<file path="src/rtl/mr_wb_arb.sv">
// Two-master (fetch, LSU) to one-slave pipelined Wishbone arbiter.
// Grant is held for the whole master bus cycle, then one idle turnaround cycle.
`ifndef XLEN
`define XLEN 32
`endif
`ifndef XLEN_GRAN
`define XLEN_GRAN 2
`endif

module mr_wb_arb #(
    parameter int ARB_MODE = 0,
    parameter int MAX_OUT  = 4
) (
    input  logic                           clk,
    input  logic                           rst,
    input  logic [`XLEN-`XLEN_GRAN-1:0]    i_adr_i,
    input  logic                           i_stb_i,
    input  logic                           i_cyc_i,
    output logic [`XLEN-1:0]               i_dat_o,
    output logic                           i_ack_o,
    output logic                           i_err_o,
    output logic                           i_stall_o,
    input  logic [`XLEN-`XLEN_GRAN-1:0]    d_adr_i,
    input  logic [`XLEN-1:0]               d_dat_i,
    input  logic                           d_we_i,
    input  logic [`XLEN/8-1:0]             d_sel_i,
    input  logic                           d_stb_i,
    input  logic                           d_cyc_i,
    output logic [`XLEN-1:0]               d_dat_o,
    output logic                           d_ack_o,
    output logic                           d_err_o,
    output logic                           d_stall_o,
    output logic [`XLEN-`XLEN_GRAN-1:0]    adr_o,
    output logic [`XLEN-1:0]               dat_o,
    output logic                           we_o,
    output logic [`XLEN/8-1:0]             sel_o,
    output logic                           stb_o,
    output logic                           cyc_o,
    input  logic [`XLEN-1:0]               dat_i,
    input  logic                           ack_i,
    input  logic                           err_i,
    input  logic                           stall_i,
    output logic [1:0]                     gnt_o
);

    localparam logic [3:0] MAXC = 4'(MAX_OUT);

    typedef enum logic [1:0] {IDLE, GNT_I, GNT_D, TURN} state_t;

    state_t     state;
    state_t     state_nxt;
    logic       last_d;
    logic [3:0] out_cnt;
    logic [3:0] cnt_nxt;
    logic       full;
    logic       acc;
    logic       done;
    logic       granted;

    assign full    = (out_cnt >= MAXC);
    assign granted = (state == GNT_I) || (state == GNT_D);
    assign acc     = stb_o & ~stall_i;
    assign done    = i_ack_o | i_err_o | d_ack_o | d_err_o;

    always_comb begin
        state_nxt = state;
        unique case (state)
            IDLE: begin
                if (i_cyc_i && d_cyc_i) begin
                    if (ARB_MODE == 0 || !last_d)
                        state_nxt = GNT_D;
                    else
                        state_nxt = GNT_I;
                end else if (d_cyc_i) begin
                    state_nxt = GNT_D;
                end else if (i_cyc_i) begin
                    state_nxt = GNT_I;
                end
            end
            GNT_I:   if (!i_cyc_i) state_nxt = TURN;
            GNT_D:   if (!d_cyc_i) state_nxt = TURN;
            TURN:    state_nxt = IDLE;
            default: state_nxt = IDLE;
        endcase
    end

    // Outputs are forced to their idle values while reset is held.
    always_comb begin
        adr_o     = '0;
        dat_o     = '0;
        we_o      = 1'b0;
        sel_o     = '0;
        stb_o     = 1'b0;
        cyc_o     = 1'b0;
        i_ack_o   = 1'b0;
        i_err_o   = 1'b0;
        i_stall_o = 1'b1;
        d_ack_o   = 1'b0;
        d_err_o   = 1'b0;
        d_stall_o = 1'b1;
        gnt_o     = 2'b00;
        if (!rst) begin
            unique case (state)
                GNT_I: begin
                    adr_o     = i_adr_i;
                    sel_o     = '1;
                    cyc_o     = i_cyc_i;
                    stb_o     = i_stb_i & i_cyc_i & ~full;
                    i_stall_o = stall_i | full;
                    i_ack_o   = ack_i;
                    i_err_o   = err_i;
                    gnt_o     = 2'b01;
                end
                GNT_D: begin
                    adr_o     = d_adr_i;
                    dat_o     = d_dat_i;
                    we_o      = d_we_i;
                    sel_o     = d_sel_i;
                    cyc_o     = d_cyc_i;
                    stb_o     = d_stb_i & d_cyc_i & ~full;
                    d_stall_o = stall_i | full;
                    d_ack_o   = ack_i;
                    d_err_o   = err_i;
                    gnt_o     = 2'b10;
                end
                default: ;
            endcase
        end
    end

    assign i_dat_o = rst ? '0 : dat_i;
    assign d_dat_o = rst ? '0 : dat_i;

    // Release aborts anything in flight, so the count restarts at zero.
    always_comb begin
        cnt_nxt = '0;
        if (granted && state_nxt == state) begin
            cnt_nxt = out_cnt;
            if (acc && !done)
                cnt_nxt = out_cnt + 4'd1;
            else if (!acc && done && out_cnt != 4'd0)
                cnt_nxt = out_cnt - 4'd1;
        end
    end

    always_ff @(posedge clk) begin
        if (rst) begin
            state   <= IDLE;
            last_d  <= 1'b0;
            out_cnt <= '0;
        end else begin
            state   <= state_nxt;
            out_cnt <= cnt_nxt;
            if (state == IDLE && state_nxt == GNT_D)
                last_d <= 1'b1;
            else if (state == IDLE && state_nxt == GNT_I)
                last_d <= 1'b0;
        end
    end

    a_no_stray_ack: assert property (
        @(posedge clk) disable iff (rst)
        (granted && done && !acc) |-> (out_cnt != 4'd0)
    );

endmodule

</file>
<file path="config.mk">
export PLATFORM = sky130hd
export DESIGN_NAME = mr_wb_arb
export DESIGN_NICKNAME = d
export VERILOG_FILES = /design/src/rtl/mr_wb_arb.sv
export SDC_FILE = /design/constraint.sdc
export NUM_CORES = 1
export LEC_CHECK = 0
export CAP_MARGIN = 20
export CORE_AREA = 2 2 107 109
export CTS_CLUSTER_SIZE = 20
export DETAILED_ROUTE_END_ITERATION = 6
export DIE_AREA = 0 0 109 111
export GPL_TIMING_DRIVEN = 0
export PLACE_DENSITY = 0.66
export SKIP_CTS_REPAIR_TIMING = 1
export SLEW_MARGIN = 20
export SYNTH_ARGS = -nofsm -noshare
export SYNTH_HDL_FRONTEND = slang
export SYNTH_SLANG_ARGS = --single-unit
</file>
<file path="constraint.sdc">
create_clock -name clk -period 3.2 [get_ports clk]
set_input_delay 0.32 -clock clk [delete_from_list [all_inputs] [get_ports clk]]
set_output_delay 0.32 -clock clk [all_outputs]
set_load 0.02 [all_outputs]
</file>
==> flow_summary.toml <==
[status]
status = "complete, no violations"

[power_and_ir_drop]
clockPowerShare = 0.176
p_leak_nw = 1.78
pwr-share-seq = 0.074
peakVddDrop_v = 0.000190
power_density_nw_per_um2 = 251
p_sw_uw = 479
comb_power_share = 0.750
p_int_uw = 718
switching_share = 0.400
fin_total_pwr_mw = 1.20

[grt]
grt_max_degree = 11
antenna_found_initial = 0
grt_use_total = 0.151
overflow = 0
first_global_vias = 2917
grt_pass1_wl_mm = 14.5

[setup_path]
timing.rr.start = "state[0]$_SDFF_PP0_"
critPathRequiredTime_ns = 2.88
path_buf_inv = 4
cp_cell_sequence = "inv_1 > ha_1 > nand2b_1 > clkbuf_1 > clkbuf_1 > nor2_1 > clkdlybuf4s50_1"
critPathMostFrequentCell = "clkbuf_1"
slowest_stage = "clkdlybuf4s50_1"
r2r_end = "out_cnt[3]$_SDFFE_PP0P_"
reg2reg_depth = 11
cp-start-kind = "flop"
crit_type = "flop to primary output"
cp_top_family = "buffers and inverters"
worst_path_largest_cell_delay_ns = 0.57
cp-end-kind = "primary output"
worstPathArrival_ns = 2.57
reg2reg_slack_ns = 0.37
cp_max_fo = 10

[die]
core_area_um2 = 11100
die_height_um = 111
dieArea_um2 = 12100
io_pins = 279
die_x_um = 109
fp-row-count = 39
start_util = 0.156

[yosys]
yosysSeqAreaShare = 0.0694
ys_ff_latch = 6
ys.flop_type = "dfxtp_1"
synthTopCellsByArea = "buf_4 (14%), a22oi_1 (13%), and2_1 (13%)"
synthTopCellsByCount = "nor2_1 (39), and2_1 (37), nor2b_1 (37)"
ys_warn_count = 0
synth.most_common_cell = "nor2_1"
yosysUniqueCellTypes = 37
syn_nets = 401
synth_top_cell_area_share = 0.139
async_flop_share = 0
syn_area_um2 = 1730
synth_edf_count = 0
avgSynthCellArea_um2 = 6.79
yosysTopAreaCell = "buf_4"
synth_cells = 255

[flow_run]
maxCapViolations = 0

[clocking]
cts_tree = "built"
root_buffer = "clkbuf_16"
clk_latency_ns = 0.23
path_clk_slew_ns = 0.04
clockBufferDepth = 2
htreeDepth = 1
clkSinkCount = 6
cts_buffers = 3

[timing]
slew_viol_final = 0
setup_tns_ns = 0
skew_ns = 0.000358
hold_viol = 0
finalCritPeriodShare = 0.903
tightest_slew_ns = 0.502
fin_hold_ws_ns = 0.619
fin_crit_ns = 2.89
fmax_mhz = 346
setup_viol = 0
grt_setup_unrepaired = "no"
relSlewSlack = 0.662

[detailed_routing]
drcViolationCount = 0
drt-total-wl_mm = 9.82
ant_nets = 0
via_per_inst = 4.16
drt_iter0_drc = 87
via_count = 2822
avgRoutedWirePerCell_um = 14.5
first_pass_iters = 4

[worst_hold_path]
hold_path.startpoint = "out_cnt[0]$_SDFFE_PP0P_"
hold_path_class = "flop to flop"
min_delay_worst_endpoint = "out_cnt[0]$_SDFFE_PP0P_"
holdPathStages = 2

[placed_design]
dp.cells = 676
dpl_cell_area_um2 = 4690
routabilityCongestion = 0.774
place.port_buffers = 278
post-dp-hpwl_mm = 8.52

[final_layout]
drive_above_1_share = 0.0840
antenna_cells = 0
seq_area_um2 = 120
finalInstanceArea_um2 = 4770
nFillCells = 1110
multi_input_area_um2 = 1280
fin_nets = 684
stdcell_count = 679
area_delta_synth_final_pct = 176
## stage by stage
stage,utilization,setup WS (ns)
global route,0.431,0.128
detailed placement,0.424,0.151
global placement,0.424,0.190
finish,0.431,0.309
floorplan,-,0.658
CTS,0.430,0.144
## power by group through the flow
stage                     sequential (mW)  combinational (mW)  clock (mW)
after global placement             0.0890               0.895           0
final                              0.0886               0.898       0.210
after floorplan                    0.0875               0.450           0
after global routing               0.0901               0.966       0.215
after CTS                          0.0884               0.909       0.209
after detailed placement           0.0893               0.904           0
## layout by cell type (no fill, tap or decap), types with 3 or more instances in the layout
master	instances
clkdlybuf4s50_1	278
nor2_1	39
and2_1	37
nor2b_1	36
buf_4	32
a22oi_1	31
clkbuf_1	14
ha_1	7
dfxtp_1	6
nor3_1	5
nand2b_1	4
a21oi_1	4
inv_1	3
buf_1	3
o21ai_0	3
nand2_1	3
clkbuf_16	3
## worst max-delay path by stage
stage / depth (start not counted) / slack (ns) / from / end
3_3_place_gp: 6 / 0.19 / rst / dat_o[8]
4_1_cts: 6 / 0.14 / rst / dat_o[23]
2_1_floorplan: 12 / 0.66 / state[0]$_SDFF_PP0_ / out_cnt[3]$_SDFFE_PP0P_
3_5_place_dp: 6 / 0.15 / rst / dat_o[23]
6_report: 7 / 0.31 / state[0]$_SDFF_PP0_ / adr_o[5]
5_1_grt: 6 / 0.13 / rst / dat_o[8]
## routing by layer
layer	wire, um	part of all wire	vias to the layer above	GRT usage
li1	-	-	1385	-
met1	3540	0.36	1265	0.157
met2	5010	0.51	168	0.291
met3	1210	0.12	4	0.0459
met4	68	0.0069	0	0.0265
met5	0	0	-	0
## sequential cells by signal, indices dropped and copies added (netlist names)
register  count
state         2
out_cnt       4
## cell type report
type / count / area share
timing repair buffer: 278 / 0.583
multi-input combinational: 195 / 0.269
sequential: 6 / 0.0252
inverter: 3 / 0.00236
tap: 143 / 0.0375
clock buffer: 3 / 0.0157
buffer: 51 / 0.0671
## worst reg2reg max path, delay by kind of cell (launching register included)
family | cells | cell delay, ns
flip-flops | 1 | 0.43
AO/OA/AOI/OAI | 4 | 0.68
adder cells (fa/ha/maj) | 2 | 0.61
buffers and inverters | 1 | 0.12
AND/OR/NAND/NOR | 4 | 0.90
## kinds of logic after synthesis
group / Yosys count / share of synthesized area
fa+ha+maj: 8 / 0.0621
simple gates: 135 / 0.436
mux: 3 / 0.0246
buf+inv: 54 / 0.191
xor+xnor: 3 / 0.0152
flops: 6 / 0.0694
compound gates: 46 / 0.202
No activity file was read; power rests on OpenSTA's default activity.
